==> config.mk <==
export PLATFORM = sky130hd
export DESIGN_NAME = ex_muldiv_sequencer
export DESIGN_NICKNAME = d
export VERILOG_FILES = /design/src/rtl/ex_muldiv_sequencer.sv
export SDC_FILE = /design/constraint.sdc
export NUM_CORES = 1
export LEC_CHECK = 0
export CAP_MARGIN = 0
export CORE_MARGIN = 1.5
export CORE_UTILIZATION = 35
export DETAILED_ROUTE_END_ITERATION = 10
export DONT_BUFFER_PORTS = 1
export SLEW_MARGIN = 20
export SYNTH_ARGS = -nofsm -noshare
export SYNTH_HDL_FRONTEND = slang
export SYNTH_SLANG_ARGS = --single-unit
export TNS_END_PERCENT = 1
==> constraint.sdc <==
create_clock -name clk -period 15.95 [get_ports clk]
set_clock_uncertainty 0.15 [all_clocks]
set_input_delay 3.19 -clock clk [delete_from_list [all_inputs] [get_ports clk]]
set_output_delay 3.19 -clock clk [all_outputs]
set_load 0.05 [all_outputs]
==> src/rtl/ex_muldiv_sequencer.sv <==
// Multi-cycle RV32M sequencer: radix-2 shift-add multiply and restoring divide,
// fixed 33-edge latency from start to the done pulse, with flush abort and pipeline stall.
module ex_muldiv_sequencer (
  input  logic        clk,
  input  logic        rst_n,
  input  logic        start,
  input  logic [2:0]  funct3,
  input  logic [31:0] operand_a,
  input  logic [31:0] operand_b,
  input  logic        flush,
  output logic        stall,
  output logic        busy,
  output logic        done,
  output logic [31:0] result
);

  localparam logic [1:0] S_IDLE = 2'd0;
  localparam logic [1:0] S_CALC = 2'd1;
  localparam logic [1:0] S_DONE = 2'd2;

  logic [1:0]  state_q, state_d;
  logic [4:0]  cnt_q, cnt_d;
  logic [2:0]  op_q, op_d;
  logic [31:0] m_q, m_d;
  logic [63:0] acc_q, acc_d;
  logic        neg_q, neg_d;
  logic [31:0] result_q, result_d;

  // Operand sign handling at capture time
  logic        sgn_a, sgn_b, a_neg, b_neg;
  logic [31:0] mag_a, mag_b;

  always_comb begin
    sgn_a = (funct3 == 3'b001) || (funct3 == 3'b010) ||
            (funct3 == 3'b100) || (funct3 == 3'b110);
    sgn_b = (funct3 == 3'b001) || (funct3 == 3'b100) || (funct3 == 3'b110);
    a_neg = sgn_a & operand_a[31];
    b_neg = sgn_b & operand_b[31];
    mag_a = a_neg ? (32'd0 - operand_a) : operand_a;
    mag_b = b_neg ? (32'd0 - operand_b) : operand_b;
  end

  // One iteration. MUL: acc = {partial_hi, multiplier}, shift right.
  // DIV: acc = {remainder, dividend/quotient}, shift left with restoring subtract.
  logic [32:0] mul_sum, div_diff;
  logic [63:0] step, mul_fix;
  logic [31:0] quo_fix, rem_fix, fin;

  always_comb begin
    mul_sum  = {1'b0, acc_q[63:32]} + (acc_q[0] ? {1'b0, m_q} : 33'd0);
    div_diff = acc_q[63:31] - {1'b0, m_q};
    if (op_q[2])
      step = div_diff[32] ? {acc_q[62:0], 1'b0} : {div_diff[31:0], acc_q[30:0], 1'b1};
    else
      step = {mul_sum, acc_q[31:1]};
    mul_fix = neg_q ? (64'd0 - step) : step;
    quo_fix = neg_q ? (32'd0 - step[31:0]) : step[31:0];
    rem_fix = neg_q ? (32'd0 - step[63:32]) : step[63:32];
    case (op_q)
      3'b000:                 fin = mul_fix[31:0];
      3'b001, 3'b010, 3'b011: fin = mul_fix[63:32];
      3'b100, 3'b101:         fin = quo_fix;
      default:                fin = rem_fix;
    endcase
  end

  always_comb begin
    state_d  = state_q;
    cnt_d    = cnt_q;
    op_d     = op_q;
    m_d      = m_q;
    acc_d    = acc_q;
    neg_d    = neg_q;
    result_d = result_q;
    case (state_q)
      S_IDLE: begin
        if (start && !flush) begin
          op_d  = funct3;
          cnt_d = 5'd0;
          if (funct3[2]) begin
            m_d   = mag_b;
            acc_d = {32'd0, mag_a};
            // A zero divisor yields an all-ones quotient that must not be sign-corrected
            neg_d = funct3[1] ? a_neg : ((a_neg ^ b_neg) & (|operand_b));
          end else begin
            m_d   = mag_a;
            acc_d = {32'd0, mag_b};
            neg_d = a_neg ^ b_neg;
          end
          state_d = S_CALC;
        end
      end
      S_CALC: begin
        if (flush) begin
          state_d = S_IDLE;
        end else begin
          acc_d = step;
          cnt_d = cnt_q + 5'd1;
          if (cnt_q == 5'd31) begin
            result_d = fin;
            state_d  = S_DONE;
          end
        end
      end
      S_DONE:  state_d = S_IDLE;
      default: state_d = S_IDLE;
    endcase
  end

  always_ff @(posedge clk or negedge rst_n) begin
    if (!rst_n) begin
      state_q  <= S_IDLE;
      cnt_q    <= 5'd0;
      op_q     <= 3'd0;
      m_q      <= 32'd0;
      acc_q    <= 64'd0;
      neg_q    <= 1'b0;
      result_q <= 32'd0;
    end else begin
      state_q  <= state_d;
      cnt_q    <= cnt_d;
      op_q     <= op_d;
      m_q      <= m_d;
      acc_q    <= acc_d;
      neg_q    <= neg_d;
      result_q <= result_d;
    end
  end

  assign stall  = ((state_q == S_IDLE) && start && !flush) || (state_q == S_CALC);
  assign busy   = (state_q != S_IDLE);
  assign done   = (state_q == S_DONE);
  assign result = result_q;

endmodule

Yosys cells after proc, flatten, opt, wreduce, memory -nomap -nowiden
Cells that the tools add are included.
{"block": "word_totals", "out_inout_bits": 35, "word_cells": 79, "mem_bits_ro": 0, "latch_bits": 0, "regBits": 139, "mem_bits_rw": 0, "n_memories": 0}
{"block": "classes", "multipliers": 0, "magnitude_cmp": 0, "shifts": 0, "bitwise": 5, "n_eq_ne": 15, "div_mod_pow": 0, "n_mux": 23, "reduce_logical": 21, "n_addsub": 8}
{"op": "two-way mux 64 bit", "count": 5}
{"op": "two-way mux 32 bit", "count": 7}
{"op": "one-hot mux 64 bit (2 select lines)", "count": 1}
{"op": "subtractor 1 x 32 -> 32 bit, first input constant", "count": 4}
{"op": "one-hot mux 32 bit (3 select lines)", "count": 1}
{"op": "subtractor 1 x 64 -> 64 bit, first input constant", "count": 1}
{"op": "adder 32 x 32 -> 33 bit", "count": 1}
{"op": "subtractor 33 x 32 -> 33 bit", "count": 1}
{"op": "OR reduction 32 bit", "count": 1}
{"op": "equality test 3 bit, second input constant", "count": 4}
{"op": "two-way mux 5 bit", "count": 2}
{"op": "one-hot mux 5 bit (2 select lines)", "count": 1}
{"op": "equality test 3 x 2 -> 1 bit, second input constant", "count": 3}
{"op": "equality test 3 x 1 -> 1 bit, second input constant", "count": 2}
{"op": "logical OR 1 bit", "count": 6}
{"op": "two-way mux 2 bit", "count": 3}
{"op": "AND reduction 3 bit", "count": 2}
{"op": "adder 5 x 1 -> 5 bit, second input constant", "count": 1}
{"op": "equality test 5 bit, second input constant", "count": 1}
{"op": "inequality test 2 bit, second input constant", "count": 2}
{"op": "one-hot mux 2 bit (2 select lines)", "count": 1}
{"op": "AND reduction 2 bit", "count": 2}
{"op": "nonzero test 2 bit", "count": 2}
{"op": "AND 1 bit", "count": 3}
{"op": "other kinds (12)", "count": 15}

Depth between registers and ports, before layout
Gate-level depths: netlist of run 1.
{"block": "depth", "depth_word": 9, "ltp_mapped": 26, "mapped_depth_nobuf": 23}

Least setup slack after synthesis of run 1
Ideal clock, no wire load.
{"block": "synth_timing", "path_kind": "input -> output", "start": "input flush", "end": "output stall", "stages": 4, "arrival_ns": 4.399, "required_ns": 12.610, "n_path_buf": 2, "setup_slack_ns": 8.211, "cell_sequence": "or3b_2 > clkbuf_1 > clkbuf_1 > nand2_1"}
{"block": "synth_between", "elab_chain_len": 3}
{"element": "start, declared", "line": "10", "rtl": "input logic flush,"}
{"element": "zero test 1 bit", "line": "130", "rtl": "assign stall = ((state_q == S_IDLE) && start && !flush) || (state_q == S_CALC);"}
{"element": "logical AND 1 bit", "line": "130"}
{"element": "logical OR 1 bit", "line": "130"}
{"element": "end, declared", "line": "11", "rtl": "output logic stall,"}
No other way between the ends.

Worst setup path after layout of run 1
Same ends and word-level chain as after synthesis.

==> results.tsv, run 1 <==
stage	metric	value	unit
status	outcome	completed	
timing	Worst slew margin	23.8	%
die	Core Box Area	0.0430	sq mm
synth	Syn Area/Cell	7.45	sq um
critical_path	reg-to-reg slack, setup	9.03	ns
critical_path	cell family contributing the most delay on the critical path	simple AND/OR/NAND/NOR gates	
flow_run	Max-Cap Viols	0	
clock_tree	post-cts sizing count	0	
worst_hold_path	worst hold path type	reg2reg	
die	Die Width	211	microns
critical_path	Arr. time, crit path	4.40	ns
route	post-route ant nets	0	
timing	endpoints failing hold	0	
die	initial core utilization	35.4	%
synth	Synth area leaders	dfrtp_1 23%, a21oi_1 6.5%, o21ai_0 6.2%	
final_layout	area grow syn2layout	6.91	%
route	detailed-route via count	15148	
critical_path	FF-to-FF path depth	23	
worst_hold_path	hold_sp	cnt_q[4]$_DFFE_PN0P_	
synth	Post-synth EDFFs	0	
synth	Cell Area, Synth	0.0152	sq mm
timing	# setup viols final	0	
route	final WL	56900	microns
global_route	antenna violations before repair	0	
global_route	vias in the first global route	14233	
timing	worst-margin pin slew	1.13	ns
critical_path	CP Launch Point	flush	
synth	top cells by count, synth	249 x nand2_1, 198 x a21oi_1, 191 x nor2_1	
critical_path	worst path bufs/invs	1	
clock_tree	clk_lat worst skew	0.46	ns
clock_tree	clock tree buffer depth	2	
clock_tree	CTS hold repair buffers	0	
critical_path	CP max stage delay	0.47	ns
synth	Netlist cell types	97	
placement	dpl cell area	0.0157	sq mm
route	Via density	5.89	
placement	Final Wtd Congestion	0.988	
placement	Placed Cells	2538	
global_route	largest net degree at the start of global routing	140	
clock_tree	clock sinks	139	
timing	RSZ-0062 raised after global routing	false	
critical_path	CP Cell Sequence	or3b_2, buf_4, nand2_1	
synth	top-count cell post-synth	nand2_1	
power_and_ir_drop	Pwr Density	206	mW/mm^2
clock_tree	Inserted Clock Buffers	17	
synth	flops & latches, synth	139	
final_layout	final instance area	0.0163	sq mm
synth	post-synth top area share	22.9	%
synth	cell taking the most area after synthesis	dfrtp_1	
critical_path	WS Path Type	in2out	
clock_tree	H-tree levels	4	
route	1st-iter DRT viols	1473	
final_layout	share of cells above drive strength 1	6.40	%
critical_path	Worst path slowest cell	nand2_1	
synth	dominant synthesized flop cell	dfrtp_1	
clock_tree	CTS tree	yes	
power_and_ir_drop	Leak	6.74	nW
route	drt pass-1 iters	6	
synth	Mapped Cells	2041	
die	Die H	211	microns
critical_path	CP required	12.61	ns
timing	final worst path period need	7.74	ns
synth	Synthesized Nets	2184	
die	full die area	0.0447	sq mm
power_and_ir_drop	Max VDD drop	0.0969	mV
clock_tree	Root Buffer	clkbuf_16	
timing	hold_ws	0.335	ns
final_layout	Ant. Diodes	0	
synth	synthesis warning total	0	
synth	async set-or-reset flop fraction in the synthesized netlist	100	%
final_layout	Final Instance Count excl. Fillers	2570	
die	Top Ports	106	
route	# DRC	0	
timing	fin. max-slew vios	0	
worst_hold_path	number of cells on the worst hold path	2	
synth	Seq/Total Area, Yosys	22.9	%
critical_path	element type at the critical path start	input port	
timing	Final TNS setup	0	ns
route	WL per Instance	22.1	microns
clock_tree	Reg clk slew, reported paths	0.06	ns
global_route	gr usage total	25.5	%
timing	Final period util	48.5	%
final_layout	final core utilization	37.8	%
critical_path	crit path capture type	output port	
critical_path	Worst R2R Start	acc_q[31]$_DFFE_PN0P_	
global_route	global-route wire length before repair	86500	microns
critical_path	crit path max fanout	48	
global_route	gr ovfl total	0	
final_layout	fillers	4563	
timing	Max Clock Freq	129	MHz
final_layout	Layout Nets	2115	
placement	DP Wirelength	44400	microns
clock_tree	setup bufs post-CTS	0	
critical_path	Stages on worst setup path	3	
die	FP Rows	76	
placement	IO Port Bufs	0	
[logic make-up after synthesis]
| kind of cell | share of synthesized area, % |
|---|---|
| muxes | 4.48 |
| buffers and inverters | 4.97 |
| xor gates and xnor gates | 10.6 |
| adders and majority gates | 6.03 |
| AOI/OAI and AO/OA | 29.3 |
| and+or+nand+nor | 21.7 |
| DFF | 22.9 |
[through the flow]
step / worst slack [ns] / total power, mW
final: 8.21 / 3.35
after global routing: 8.18 / 3.55
after CTS: 8.21 / 3.30
after detailed placement: 8.21 / 2.88
after global placement: 8.22 / 2.86
after floorplan: 8.21 / 2.22
[metal layers]
| metal | wire (microns) | part of all wire, % | vias to the layer above | track usage, % |
|---|---|---|---|---|
| met1 | 24700 | 43 | 7197 | 34.0 |
| met2 | 25700 | 45 | 608 | 40.8 |
| met3 | 4170 | 7.3 | 89 | 4.14 |
| li1 | - | - | 7254 | - |
| met4 | 2250 | 4.0 | 0 | 11.0 |
| met5 | 0 | 0 | - | 0 |
[worst register-to-register path, cell delays in order (launching register included)]
cell and delay, ns:
dfrtp_1 0.39, inv_1 0.07, ha_1 0.21, fa_1 0.42
nand2b_1 0.20, a21oi_2 0.34, o31ai_4 0.15, o21ai_2 0.21
a31oi_4 0.10, buf_4 0.25, xnor2_2 0.17, buf_4 0.38
nor2_1 0.12, nor2_1 0.29, ha_1 0.33, nand4_1 0.20
or2_2 0.35, or3_1 0.39, or4_1 0.74, nand3_1 0.44
nor3b_1 0.23, a31oi_1 0.10, o21ai_0 0.45, o31ai_1 0.11
[cell type report]
class	count	area (sq um)	area share (%)
Clock buffer	19	433	2.66
Sequential cell	139	3480	21.4
Timing Repair Buffer	27	203	1.25
Multi-Input combinational cell	1715	11000	67.6
Clock inverter	13	140	0.862
Inverter	72	270	1.66
Tap cell	585	732	4.50
[final timing paths]
path                                           to
max                                         stall
min reg2reg                  cnt_q[4]$_DFFE_PN0P_
min in group asynchronous   result[3]$_DFFE_PN0P_
max in group asynchronous   acc_q[57]$_DFFE_PN0P_
max reg2reg                result[30]$_DFFE_PN0P_
min                          cnt_q[4]$_DFFE_PN0P_
[flip-flops by register name (all words and copies together), names as in the netlist]
name     count
op_q         3
cnt_q        5
m_q         32
neg_q        1
result      32
state_q      2
acc_q       64
[report_power, final]
group          total, mW  switching (mW)  internal [mW]  leakage [nW]
combinational       2.39            1.55          0.838          4.69
clock              0.405           0.174          0.231         0.283
sequential         0.555           0.121          0.435          1.77
[layout by cell type (no fill, tap or decap), types with 19 or more instances in the layout]
cell / Yosys / final
nor2_1: 191 / 190
nor3_1: 38 / 38
buf_4: 2 / 27
nand3_1: 37 / 37
inv_1: 70 / 70
a21oi_1: 198 / 198
mux2i_1: 46 / 46
a211oi_1: 26 / 26
dfrtp_1: 139 / 137
or3_1: 21 / 21
xor2_1: 85 / 85
xnor2_1: 94 / 94
ha_1: 70 / 70
and2_1: 42 / 42
a31oi_1: 25 / 25
a21o_1: 29 / 29
o211ai_1: 19 / 19
o31ai_1: 34 / 33
o21ai_0: 188 / 187
nand2_1: 249 / 248
nand2b_1: 27 / 27
Power figures use the tool's default switching activity.
==> run 2, diff against run 1 <==
clock period = 6.2 ns   (was 15.95 ns; I/O delays follow)
==> results.tsv, run 2 (synthesis results as in run 1) <==
stage	metric	value	unit	change
clock_tree	CTS tree	yes		
timing	hold_ws	0.320	ns	-0.0148 ns
global_route	antenna violations before repair	3		+3
timing	final worst path period need	5.91	ns	
timing	# setup viols final	0		unchanged
placement	Placed Cells	2569		+1.2%
timing	Final period util	95.2	%	
final_layout	fillers	4567		+0.088%
power_and_ir_drop	Leak	6.90	nW	+2.4%
die	full die area	0.0447	sq mm	unchanged
die	initial core utilization	35.4	%	unchanged
global_route	vias in the first global route	14588		+2.5%
die	Top Ports	106		unchanged
global_route	global-route wire length before repair	92200	microns	+6.7%
die	Core Box Area	0.0430	sq mm	unchanged
critical_path	CP max stage delay	0.58	ns	+0.11 ns
final_layout	most common cell after layout, fill and taps aside	nand2_1		
clock_tree	Inserted Clock Buffers	17		unchanged
critical_path	crit path capture type	flop		
final_layout	Final Instance Count excl. Fillers	2602		+1.2%
critical_path	CP required	6.43	ns	-6.18 ns
timing	Final TNS setup	0	ns	unchanged
power_and_ir_drop	final total power	9.10	mW	+170%
final_layout	share of cells above drive strength 1	7.93	%	+1.5 points
power_and_ir_drop	Pwr Density	551	mW/mm^2	+170%
final_layout	area grow syn2layout	8.63	%	
die	Die H	211	microns	unchanged
final_layout	Layout Nets	2147		+1.5%
worst_hold_path	worst hold path type	in2async		
die	FP Rows	76		unchanged
placement	dpl cell area	0.0159	sq mm	+1.5%
power_and_ir_drop	Reg power frac	16.2	%	-0.4 points
die	Die Width	211	microns	unchanged
status	outcome	completed		
placement	IO Port Bufs	0		unchanged
timing	worst-margin pin slew	1.12	ns	-0.0177 ns
final_layout	final core utilization	38.4	%	+0.61 points
flow_run	Max-Cap Viols	0		unchanged
critical_path	CP Cell Sequence	inv_1, ha_1, fa_1, nand2b_1, a21oi_2, o31ai_4, o21ai_2, a31oi_4, buf_4, xnor2_4, mux2_1, a21oi_2, nand3_1, nor4_4, or4b_1, o2111ai_1, nand2_1, a41oi_1		
critical_path	WS Path Type	reg2reg		
timing	endpoints failing hold	0		unchanged
route	Via density	6.01		+1.9%
timing	Max Clock Freq	169	MHz	
timing	Worst slew margin	25.1	%	+1.2 points
clock_tree	setup bufs post-CTS	0		unchanged
route	1st-iter DRT viols	1778		+21%
placement	DP Wirelength	47600	microns	+7.3%
timing	fin. max-slew vios	0		unchanged
placement	Final Wtd Congestion	1.00		+1.4%
critical_path	Arr. time, crit path	6.13	ns	+1.73 ns
route	drt pass-1 iters	6		unchanged
power_and_ir_drop	clock share of power	11.7	%	-0.4 points
clock_tree	Reg clk slew, reported paths	0.07	ns	about the same
final_layout	final instance area	0.0165	sq mm	+1.6%
clock_tree	clk_lat worst skew	0.47	ns	about the same
placement	setup slack at placement	0.294	ns	-7.92 ns
final_layout	Reg area	0.00348	sq mm	unchanged
clock_tree	H-tree levels	4		unchanged
critical_path	crit path max fanout	17		-65%
power_and_ir_drop	Max VDD drop	0.267	mV	+180%
final_layout	Largest Register	acc_q		
final_layout	Largest register FFs	64		unchanged
global_route	largest net degree at the start of global routing	140		unchanged
route	# DRC	0		unchanged
final_layout	Ant. Diodes	0		unchanged
global_route	gr usage total	27.5	%	+2.0 points
clock_tree	clock sinks	139		unchanged
power_and_ir_drop	switch share	55.6	%	+0.45 points
clock_tree	Root Buffer	clkbuf_16		
route	detailed-route via count	15630		+3.2%
route	WL per Instance	23.4	microns	+5.8%
route	final WL	61000	microns	+7.2%
critical_path	worst path bufs/invs	2		+1
final_layout	most frequent cells in the layout	248 x nand2_1, 198 x a21oi_1, 190 x nor2_1, 188 x o21ai_0, 137 x dfrtp_1		
timing	final setup margin	0.295	ns	-7.91 ns
critical_path	CP dominant cell by count	a21oi_2		
critical_path	element type at the critical path start	flop		
critical_path	cell family contributing the most delay on the critical path	compound AO/OA/AOI/OAI gates		
route	post-route ant nets	0		unchanged
clock_tree	clock tree buffer depth	2		unchanged
timing	RSZ-0062 raised after global routing	false		
final_layout	area of the multi-input gates	0.0110	sq mm	+0.14%
power_and_ir_drop	Net Sw Power	5.05	mW	+170%
critical_path	Worst path slowest cell	xnor2_4		
power_and_ir_drop	internal power	4.04	mW	+170%
global_route	gr ovfl total	0		unchanged
power_and_ir_drop	Combinational Power Share	72.2	%	+0.9 points
-- run 2: power groups by stage --
| stage | clock network (mW) | registers [mW] | logic, mW |
|---|---|---|---|
| after floorplan | 0 | 1.29 | 4.42 |
| after global placement | 0 | 1.46 | 6.36 |
| after detailed placement | 0 | 1.47 | 6.34 |
| after CTS | 1.07 | 1.45 | 6.37 |
| after global routing | 1.11 | 1.50 | 7.01 |
| final | 1.06 | 1.47 | 6.57 |
-- run 2: final cells by class --
class	instances	share of cell area, %
multi-input cells	1716	66.7
flip-flops and latches	139	21.1
well taps	585	4.43
clock buffers	19	2.68
repair buffers	58	2.64
inverters	72	1.64
clock inverters	13	0.864
-- run 2: path summary, 6_finish.rpt --
path,start,endpoint,slack (ns),cells after the start
worst max-delay path,acc_q[31]$_DFFE_PN0P_,result[29]$_DFFE_PN0P_,0.29,18
worst min-delay path,rst_n,result[8]$_DFFE_PN0P_,0.32,0
worst max register to register,acc_q[31]$_DFFE_PN0P_,result[29]$_DFFE_PN0P_,0.29,18
worst min register to register,cnt_q[4]$_DFFE_PN0P_,cnt_q[4]$_DFFE_PN0P_,0.34,2
max in group asynchronous,rst_n,neg_q$_DFFE_PN0P_,5.28,0
min in group clk,cnt_q[4]$_DFFE_PN0P_,cnt_q[4]$_DFFE_PN0P_,0.34,2
-- run 2: layer usage --
metal	vias to the layer above	global-route usage (%)	wire, microns
met5	-	0	27
met3	101	5.10	4920
met4	4	12.6	2740
li1	7319	-	-
met2	685	42.1	26600
met1	7521	37.4	26600
-- run 2: repair_timing --
| action | in CTS | in global routing |
|---|---|---|
| resized for setup | 0 | 0 |
| endpoints found under the setup margin | 0 | 5 |
| hold buffers | 0 | 0 |
